`src/rtl/game_sequencer.sv`:
```
// Purpose : runner-game sequencer: start/run/die/game-over flow, score, speed, palette control.
// Latency : all outputs registered one cycle after the triggering input, except o_speed (combinational from score).
// Backpressure: none; every tick and press is consumed in the cycle it arrives or deliberately ignored.
//
// Ports:
//   clk, rst            - clock and synchronous active-high reset
//   i_tick_60hz         - frame-start pulse; paces the death flash and game-over lockout
//   i_tick_20hz         - score tick pulse (coincides with every third 60 Hz tick)
//   i_collision         - sticky collision level from graphics, cleared by o_game_start_pulse
//   i_button            - synchronized jump/start button level
//   o_game_start_pulse  - one-cycle start/restart pulse
//   o_state             - IDLE=0, RUNNING=1, DYING=2, GAME_OVER=3
//   o_score             - binary score, saturating at 999
//   o_speed             - obstacle speed level derived from score
//   o_rgb_scheme        - day/night scheme, flips at each hundred points
//   o_invert            - palette invert used for the death flash
module game_sequencer (
  input  logic       clk,
  input  logic       rst,
  input  logic       i_tick_60hz,
  input  logic       i_tick_20hz,
  input  logic       i_collision,
  input  logic       i_button,
  output logic       o_game_start_pulse,
  output logic [1:0] o_state,
  output logic [9:0] o_score,
  output logic [1:0] o_speed,
  output logic       o_rgb_scheme,
  output logic       o_invert
);

  typedef enum logic [1:0] {
    S_IDLE      = 2'd0,
    S_RUNNING   = 2'd1,
    S_DYING     = 2'd2,
    S_GAME_OVER = 2'd3
  } state_t;

  localparam logic [9:0] SCORE_MAX     = 10'd999;
  localparam logic [5:0] DYING_TICKS   = 6'd48;
  localparam logic [5:0] LOCKOUT_TICKS = 6'd30;

  state_t     state_q, state_d;
  logic [9:0] score_q, score_d;
  logic       rgb_q, rgb_d;
  logic       inv_q, inv_d;
  logic       start_q, start_d;
  logic [5:0] frame_q, frame_d;
  logic       btn_q;
  // Delayed copy of the start pulse: together with start_q it covers the two
  // cycles in which the collision flag may still hold the previous game's value.
  logic       mask_q;

  logic       press;
  logic       coll_masked;
  logic [9:0] score_inc;
  logic [5:0] frame_inc;

  function automatic logic is_hundred(input logic [9:0] v);
    case (v)
      10'd100, 10'd200, 10'd300, 10'd400, 10'd500,
      10'd600, 10'd700, 10'd800, 10'd900: is_hundred = 1'b1;
      default:                            is_hundred = 1'b0;
    endcase
  endfunction

  assign press       = i_button & ~btn_q;
  assign coll_masked = start_q | mask_q;
  assign score_inc   = score_q + 10'd1;
  assign frame_inc   = frame_q + 6'd1;

  always_comb begin
    state_d = state_q;
    score_d = score_q;
    rgb_d   = rgb_q;
    inv_d   = inv_q;
    start_d = 1'b0;
    frame_d = frame_q;

    case (state_q)
      S_IDLE: begin
        if (press) begin
          start_d = 1'b1;
          score_d = 10'd0;
          rgb_d   = 1'b0;
          inv_d   = 1'b0;
          state_d = S_RUNNING;
        end
      end

      S_RUNNING: begin
        // Collision takes precedence over a simultaneous score tick.
        if (i_collision && !coll_masked) begin
          state_d = S_DYING;
          frame_d = 6'd0;
        end else if (i_tick_20hz && (score_q != SCORE_MAX)) begin
          score_d = score_inc;
          if (is_hundred(score_inc)) begin
            rgb_d = ~rgb_q;
          end
        end
      end

      S_DYING: begin
        if (i_tick_60hz) begin
          frame_d = frame_inc;
          if (frame_inc[2:0] == 3'd0) begin
            inv_d = ~inv_q;
          end
          if (frame_inc == DYING_TICKS) begin
            state_d = S_GAME_OVER;
            frame_d = 6'd0;
            inv_d   = 1'b0;
          end
        end
      end

      S_GAME_OVER: begin
        // Counter saturates at the lockout length; reaching it unlocks restart.
        if (frame_q >= LOCKOUT_TICKS) begin
          if (press) begin
            start_d = 1'b1;
            score_d = 10'd0;
            rgb_d   = 1'b0;
            inv_d   = 1'b0;
            state_d = S_RUNNING;
          end
        end else if (i_tick_60hz) begin
          frame_d = frame_inc;
        end
      end

      default: state_d = S_IDLE;
    endcase
  end

  always_ff @(posedge clk) begin
    if (rst) begin
      state_q <= S_IDLE;
      score_q <= 10'd0;
      rgb_q   <= 1'b0;
      inv_q   <= 1'b0;
      start_q <= 1'b0;
      frame_q <= 6'd0;
      btn_q   <= 1'b0;
      mask_q  <= 1'b0;
    end else begin
      state_q <= state_d;
      score_q <= score_d;
      rgb_q   <= rgb_d;
      inv_q   <= inv_d;
      start_q <= start_d;
      frame_q <= frame_d;
      btn_q   <= i_button;
      mask_q  <= start_q;
    end
  end

  always_comb begin
    if (score_q < 10'd250)      o_speed = 2'd0;
    else if (score_q < 10'd500) o_speed = 2'd1;
    else if (score_q < 10'd750) o_speed = 2'd2;
    else                        o_speed = 2'd3;
  end

  assign o_game_start_pulse = start_q;
  assign o_state            = state_q;
  assign o_score            = score_q;
  assign o_rgb_scheme       = rgb_q;
  assign o_invert           = inv_q;

endmodule
```
`config.mk`:
```
export PLATFORM = sky130hd
export DESIGN_NAME = game_sequencer
export DESIGN_NICKNAME = d
export VERILOG_FILES = /design/src/rtl/game_sequencer.sv
export SDC_FILE = /design/constraint.sdc
export NUM_CORES = 1
export LEC_CHECK = 0
export BUFFER_PORTS_ARGS = -buffer_cell sky130_fd_sc_hd__buf_2
export CAP_MARGIN = 20
export CORE_ASPECT_RATIO = 0.9
export CORE_MARGIN = 2
export CORE_UTILIZATION = 59
export DETAILED_ROUTE_END_ITERATION = 7
export PLACE_DENSITY_LB_ADDON = 0.05
export SETUP_SLACK_MARGIN = 0.15
export SYNTH_ARGS = -nofsm -noshare
export SYNTH_HDL_FRONTEND = slang
export SYNTH_SLANG_ARGS = --single-unit
```
`constraint.sdc`:
```
create_clock -name clk -period 3.2 [get_ports clk]
set_clock_uncertainty 0.2 [all_clocks]
set_input_delay 0.16 -clock clk [delete_from_list [all_inputs] [get_ports clk]]
set_output_delay 0.16 -clock clk [all_outputs]
set_load 0.05 [all_outputs]
```
Word level (Yosys, flattened, before mapping)
Cells that the tools add are included.
{ "totals": {"register_bits": 23, "in_bits": 6, "wordCells": 96} }
{ "classes": {"add_sub_neg": 2, "order_cmp": 4, "eq_ne": 24, "muxes": 39, "bitwise_logic": 5, "n_reduce_logical": 14} }
{ "ops": {"columns": ["operator", "n"], "rows": [
  ["$eq A10 B10 Y1 const B", 4],
  ["$mux W10", 4],
  ["$eq A10 B9 Y1 const B", 3],
  ["$mux W6", 5],
  ["$pmux W10 S3", 1],
  ["$ne A2 B2 Y1 const B", 9],
  ["$pmux W6 S3", 1],
  ["$mux W1", 17],
  ["$mux W2", 7],
  ["$reduce_and A4 Y1", 3],
  ["$add A10 B1 Y10 const B", 1],
  ["$eq A10 B7 Y1 const B", 1],
  ["$eq A10 B8 Y1 const B", 1],
  ["$lt A10 B10 Y1 const B", 1],
  ["$lt A10 B8 Y1 const B", 1],
  ["$lt A10 B9 Y1 const B", 1],
  ["$ne A10 B10 Y1 const B", 1],
  ["$reduce_and A5 Y1", 2],
  ["$reduce_bool A3 Y1", 3],
  ["$reduce_or A9 Y1", 1],
  ["$pmux W2 S4", 1],
  ["$add A6 B1 Y6 const B", 1],
  ["$eq A6 B6 Y1 const B", 1],
  ["$ge A6 B5 Y1 const B", 1],
  ["12 further kinds", 17]
]} }

Depth between registers and ports, before layout
{ "logic_depth": {"ltp_word": 11, "ltp_mapped": 11, "depth_no_buf": 9} }

Least setup slack after synthesis
No wires, ideal clock.
{ "synth_timing": {"path_kind": "flip-flop to output port", "from": "register score_q[2] (netlist: o_score[2])", "to": "output port o_speed[1]", "arrival_time_ps": 2504, "path_slack_ps": 336, "stages_incl_launch_ff": 5, "n_path_buf": 2, "path_cell_list": "dfxtp_1 > buf_2 > buf_1 > nor2_1 > o31ai_1"} }
{ "synth_via": {"elab_chain_len": 3} }
{ "synth_lines": {"columns": ["item", "line", "text"], "rows": [
  ["start: declaration", "44", "logic [9:0] score_q, score_d;"],
  ["start signal: assignment", "149", "score_q <= score_d;"],
  ["$lt A10 B9 Y1", "161", "else if (score_q < 10'd500) o_speed = 2'd1;"],
  ["$mux W2", "161", null],
  ["$mux W2 (*)", "160", "if (score_q < 10'd250) o_speed = 2'd0;"],
  ["end: declaration", "27", "output logic [1:0] o_speed,"]
]} }
Mark *: on every way between the ends. The rest lies on a longest branch, timed or not.

Worst setup path after layout
{ "layout_timing": {"from": "register score_q[2] (netlist: o_score[2])", "to": "register rgb_q (netlist: o_rgb_scheme)"} }
{ "layout_via": {"elab_chain_len": 9} }
{ "layout_lines": {"columns": ["item", "line", "text"], "rows": [
  ["$add A10 B1 Y10", "69", "assign score_inc = score_q + 10'd1;"],
  ["$eq A10 B7 Y1, or another cell as far along", "60", "case (v)"],
  ["$reduce_or A9 Y1", "60", null],
  ["$mux W1", "60", null],
  ["$mux W1", "96", "end else if (i_tick_20hz && (score_q != SCORE_MAX)) begin"],
  ["$mux W1", "93", "if (i_collision && !coll_masked) begin"],
  ["$mux W1", "80", "case (state_q)"],
  ["$ne A2 B2 Y1 (no line)", null, null],
  ["$reduce_and A5 Y1 (no line) (*)", null, null],
  ["end signal: assignment", "150", "rgb_q <= rgb_d;"],
  ["end: declaration", "45", "logic rgb_q, rgb_d;"]
]} }
Mark *: on every way between the ends. The rest lies on a longest branch, timed or not. The select of a mux whose other input is x is not followed.
A chain may end at the register's enable or synchronous reset.

==> impl_metrics.env <==
export IMPL_p_leak_nw=0.900
export IMPL_place_hpwl_mm=3.82
export IMPL_avgSynthCellArea_um2=7.41
export IMPL_finalHoldViolations=0
export IMPL_layout_drive_gt1_share=0.167
export IMPL_final_cell_mix="33 x nor2_1, 24 x a21oi_1, 23 x dfxtp_1"
export IMPL_core_area_mm2=0.00335
export IMPL_period_needed_ns=2.81
export IMPL_routabilityCongestion=0.916
export IMPL_worst_pin_slew_ns=0.665
export IMPL_critPathMaxStageDelay_ns=0.75
export IMPL_antenna_found_initial=0
export IMPL_cpMaxStageDelayCell="dfxtp_1"
export IMPL_clk_pin_slew_ns=0.08
export IMPL_die_height_um=60.1
export IMPL_overflow=0
export IMPL_dieArea_mm2=0.00398
export IMPL_timing_setup_tns_ns=0
export IMPL_peakVddDrop_v=0.000329
export IMPL_synth_top_cell_area_share=0.223
export IMPL_synth_edf_count=0
export IMPL_placed_cell_area_mm2=0.00220
export IMPL_n_antenna_cell=0
export IMPL_seq_area_um2=460
export IMPL_netlist_top_cells_area="dfxtp_1 22%, ha_1 6.7%, nor2_1 6.0%"
export IMPL_final_area_mm2=0.00226
export IMPL_crit_family="simple AND/OR/NAND/NOR gates"
export IMPL_maxCapViolations=0
export IMPL_worstSetupStartpointType="flip-flop"
export IMPL_max_freq_ghz=0.355
export IMPL_placementRows=20
export IMPL_vias_per_cell=6.22
export IMPL_die_width_um=66.3
export IMPL_initial_core_util=0.615
export IMPL_antenna_left=0
export IMPL_relSlewSlack=0.556
export IMPL_dp_cells=332
export IMPL_port_buffers=22
export IMPL_area_growth_syn_to_layout_pct=9.65
export IMPL_dr_pass1_iters=6
export IMPL_yosys_warnings=0
export IMPL_cts_tree="done"
export IMPL_post_cts_buffers=0
export IMPL_power_density_mw_per_mm2=433
export IMPL_cts_buffers=3
export IMPL_grt_use_total=0.276
export IMPL_outcome="completed"
export IMPL_final_nets=311
export IMPL_min_path_type="input pin to flip-flop"
export IMPL_power_total_w=0.000979
export IMPL_grt_pass1_vias=1749
export IMPL_stdcell_count=337
export IMPL_maxSlewViolCount=0
export IMPL_syn_area_mm2=0.00206
export IMPL_fillers=323
export IMPL_grt_max_degree=26
export IMPL_required_ns=3.19
export IMPL_clkLatencyLatePin_ns=0.26
export IMPL_wire_per_inst_um=15.6
export IMPL_ys_async_sr_fraction=0
export IMPL_grt_pass1_wl_mm=8.59
export IMPL_htreeDepth=1
export IMPL_rsz0062_at_grt="false"
export IMPL_synth_top_area_cell="dfxtp_1"
export IMPL_crit_chain="nand4_4 -> nor3_2 -> xnor2_1 -> or4_4 -> a2111oi_4 -> mux2i_1 -> o221ai_2"
export IMPL_synth_cell_types=60
export IMPL_post_route_period_util=0.879
export IMPL_ys_seq_elements=23
export IMPL_worst_hold_slack_ns=0.123
export IMPL_cp_max_fo=20
export IMPL_drtIter0Drc=281
export IMPL_mostFrequentLayoutCell="nor2_1"
export IMPL_finalSetupViolCount=0
export IMPL_multiInputGateArea_mm2=0.00146
export IMPL_drcViolationCount=0
export IMPL_cts_sinks=23
export IMPL_yosysSeqAreaShare=0.223
export IMPL_cts_root_buf="clkbuf_8"
export IMPL_vias=2095
export IMPL_critical_path_class="flip-flop to flip-flop"
export IMPL_cts_resized=0
export IMPL_syn_inst=278
export IMPL_crit_path_end_kind="flip-flop"
export IMPL_syn_num_nets=295
export IMPL_ys_dominant_reg_cell="dfxtp_1"
export IMPL_crit_buf_inv=0
export IMPL_clockBufferDepth=2
export IMPL_ios=23
export IMPL_critPathArrivalTime_ns=2.80
export IMPL_drt_wl_total_mm=5.24
==> worst reg2reg max path, delay by kind of cell, from the launching register on <==
kind / cells / cell delay [ns]
xor+xnor: 1 / 0.18
compound gates: 2 / 0.49
flops: 1 / 0.75
mux: 1 / 0.13
simple gates: 3 / 0.98
==> registers in the layout, indices dropped and copies added (netlist names) <==
| signal | count |
|---|---|
| o_rgb_scheme | 1 |
| o_score | 10 |
| frame_q | 6 |
| o_invert | 1 |
| mask_q | 1 |
| o_state | 2 |
| btn_q | 1 |
| o_game_start_pulse | 1 |
==> synthesized netlist by cell type, types with 2 or more instances <==
cell type  number
a211oi_1        2
nand2_1        14
buf_2           6
or4_1           4
a21oi_1        24
buf_1           2
nor2b_1         9
o21a_1          2
nand4_4         2
inv_1           9
o2111ai_1       2
ha_1           11
and3_1          5
nor4_1          7
or3_1           5
xnor2_1         3
mux2i_1         4
o22ai_1         2
dfxtp_1        23
clkbuf_1       13
nor2_1         33
and2_1          3
nor4bb_1        2
nand3_1        11
a31o_2          2
nand2b_1        2
nand3b_1        9
nor3_1         11
xor2_1          3
a31oi_1         7
o31ai_1         3
a22oi_1         2
o21ai_0        14
==> per-layer routing <==
layer	global-route usage	wire length, um
met5	0	0
met4	0.0408	32
met3	0.0414	392
met2	0.396	2180
met1	0.440	2640
==> stage by stage <==
step / setup WS, ns / util
2_1_floorplan: 0.336 / -
4_1_cts: 0.387 / 0.674
3_5_place_dp: 0.416 / 0.657
3_3_place_gp: 0.500 / 0.657
6_report: 0.386 / 0.674
5_1_grt: 0.207 / 0.674
==> power by group <==
| group | switching [W] | total (W) | internal [W] | leakage (nW) |
|---|---|---|---|---|
| logic | 0.000319 | 0.000464 | 0.000145 | 0.689 |
| clock network | 0.0000915 | 0.000178 | 0.0000868 | 0.0255 |
| registers | 0.0000270 | 0.000336 | 0.000310 | 0.186 |
==> final cells by class <==
type,instances,area share
Inverter,10,0.0166
Tap cell,44,0.0244
Sequential cell,23,0.204
Clock inverter,1,0.00221
Timing Repair Buffer,34,0.0897
Multi-Input combinational cell,222,0.645
Clock buffer,3,0.0183
==> what timing repair did <==
action,in CTS,in global routing
endpoints found under the hold margin,1,0
setup endpoints to repair,0,0
hold buffers,1,0
==> kinds of logic (layout without fill, tap and decap cells) <==
| group | after synthesis | in the layout | share of synthesized area |
|---|---|---|---|
| muxes | 4 | 4 | 0.0194 |
| AOI/OAI and AO/OA | 74 | 74 | 0.242 |
| adders and majority gates | 11 | 11 | 0.0668 |
| and+or+nand+nor | 127 | 127 | 0.353 |
| DFF | 23 | 23 | 0.223 |
| buffers and inverters | 33 | 48 | 0.0692 |
| xor gates and xnor gates | 6 | 6 | 0.0255 |
==> path summary, 6_finish.rpt <==
| check | start | endpoint | slack (ns) | cells past startpoint |
|---|---|---|---|---|
| min | rst | o_score[0] | 0.12 | 2 |
| max reg2reg | o_score[2] | o_rgb_scheme | 0.39 | 7 |
| min reg2reg | o_game_start_pulse | mask_q | 0.29 | 1 |
| max | o_score[2] | o_rgb_scheme | 0.39 | 7 |
(Power assumes the default switching activity.)
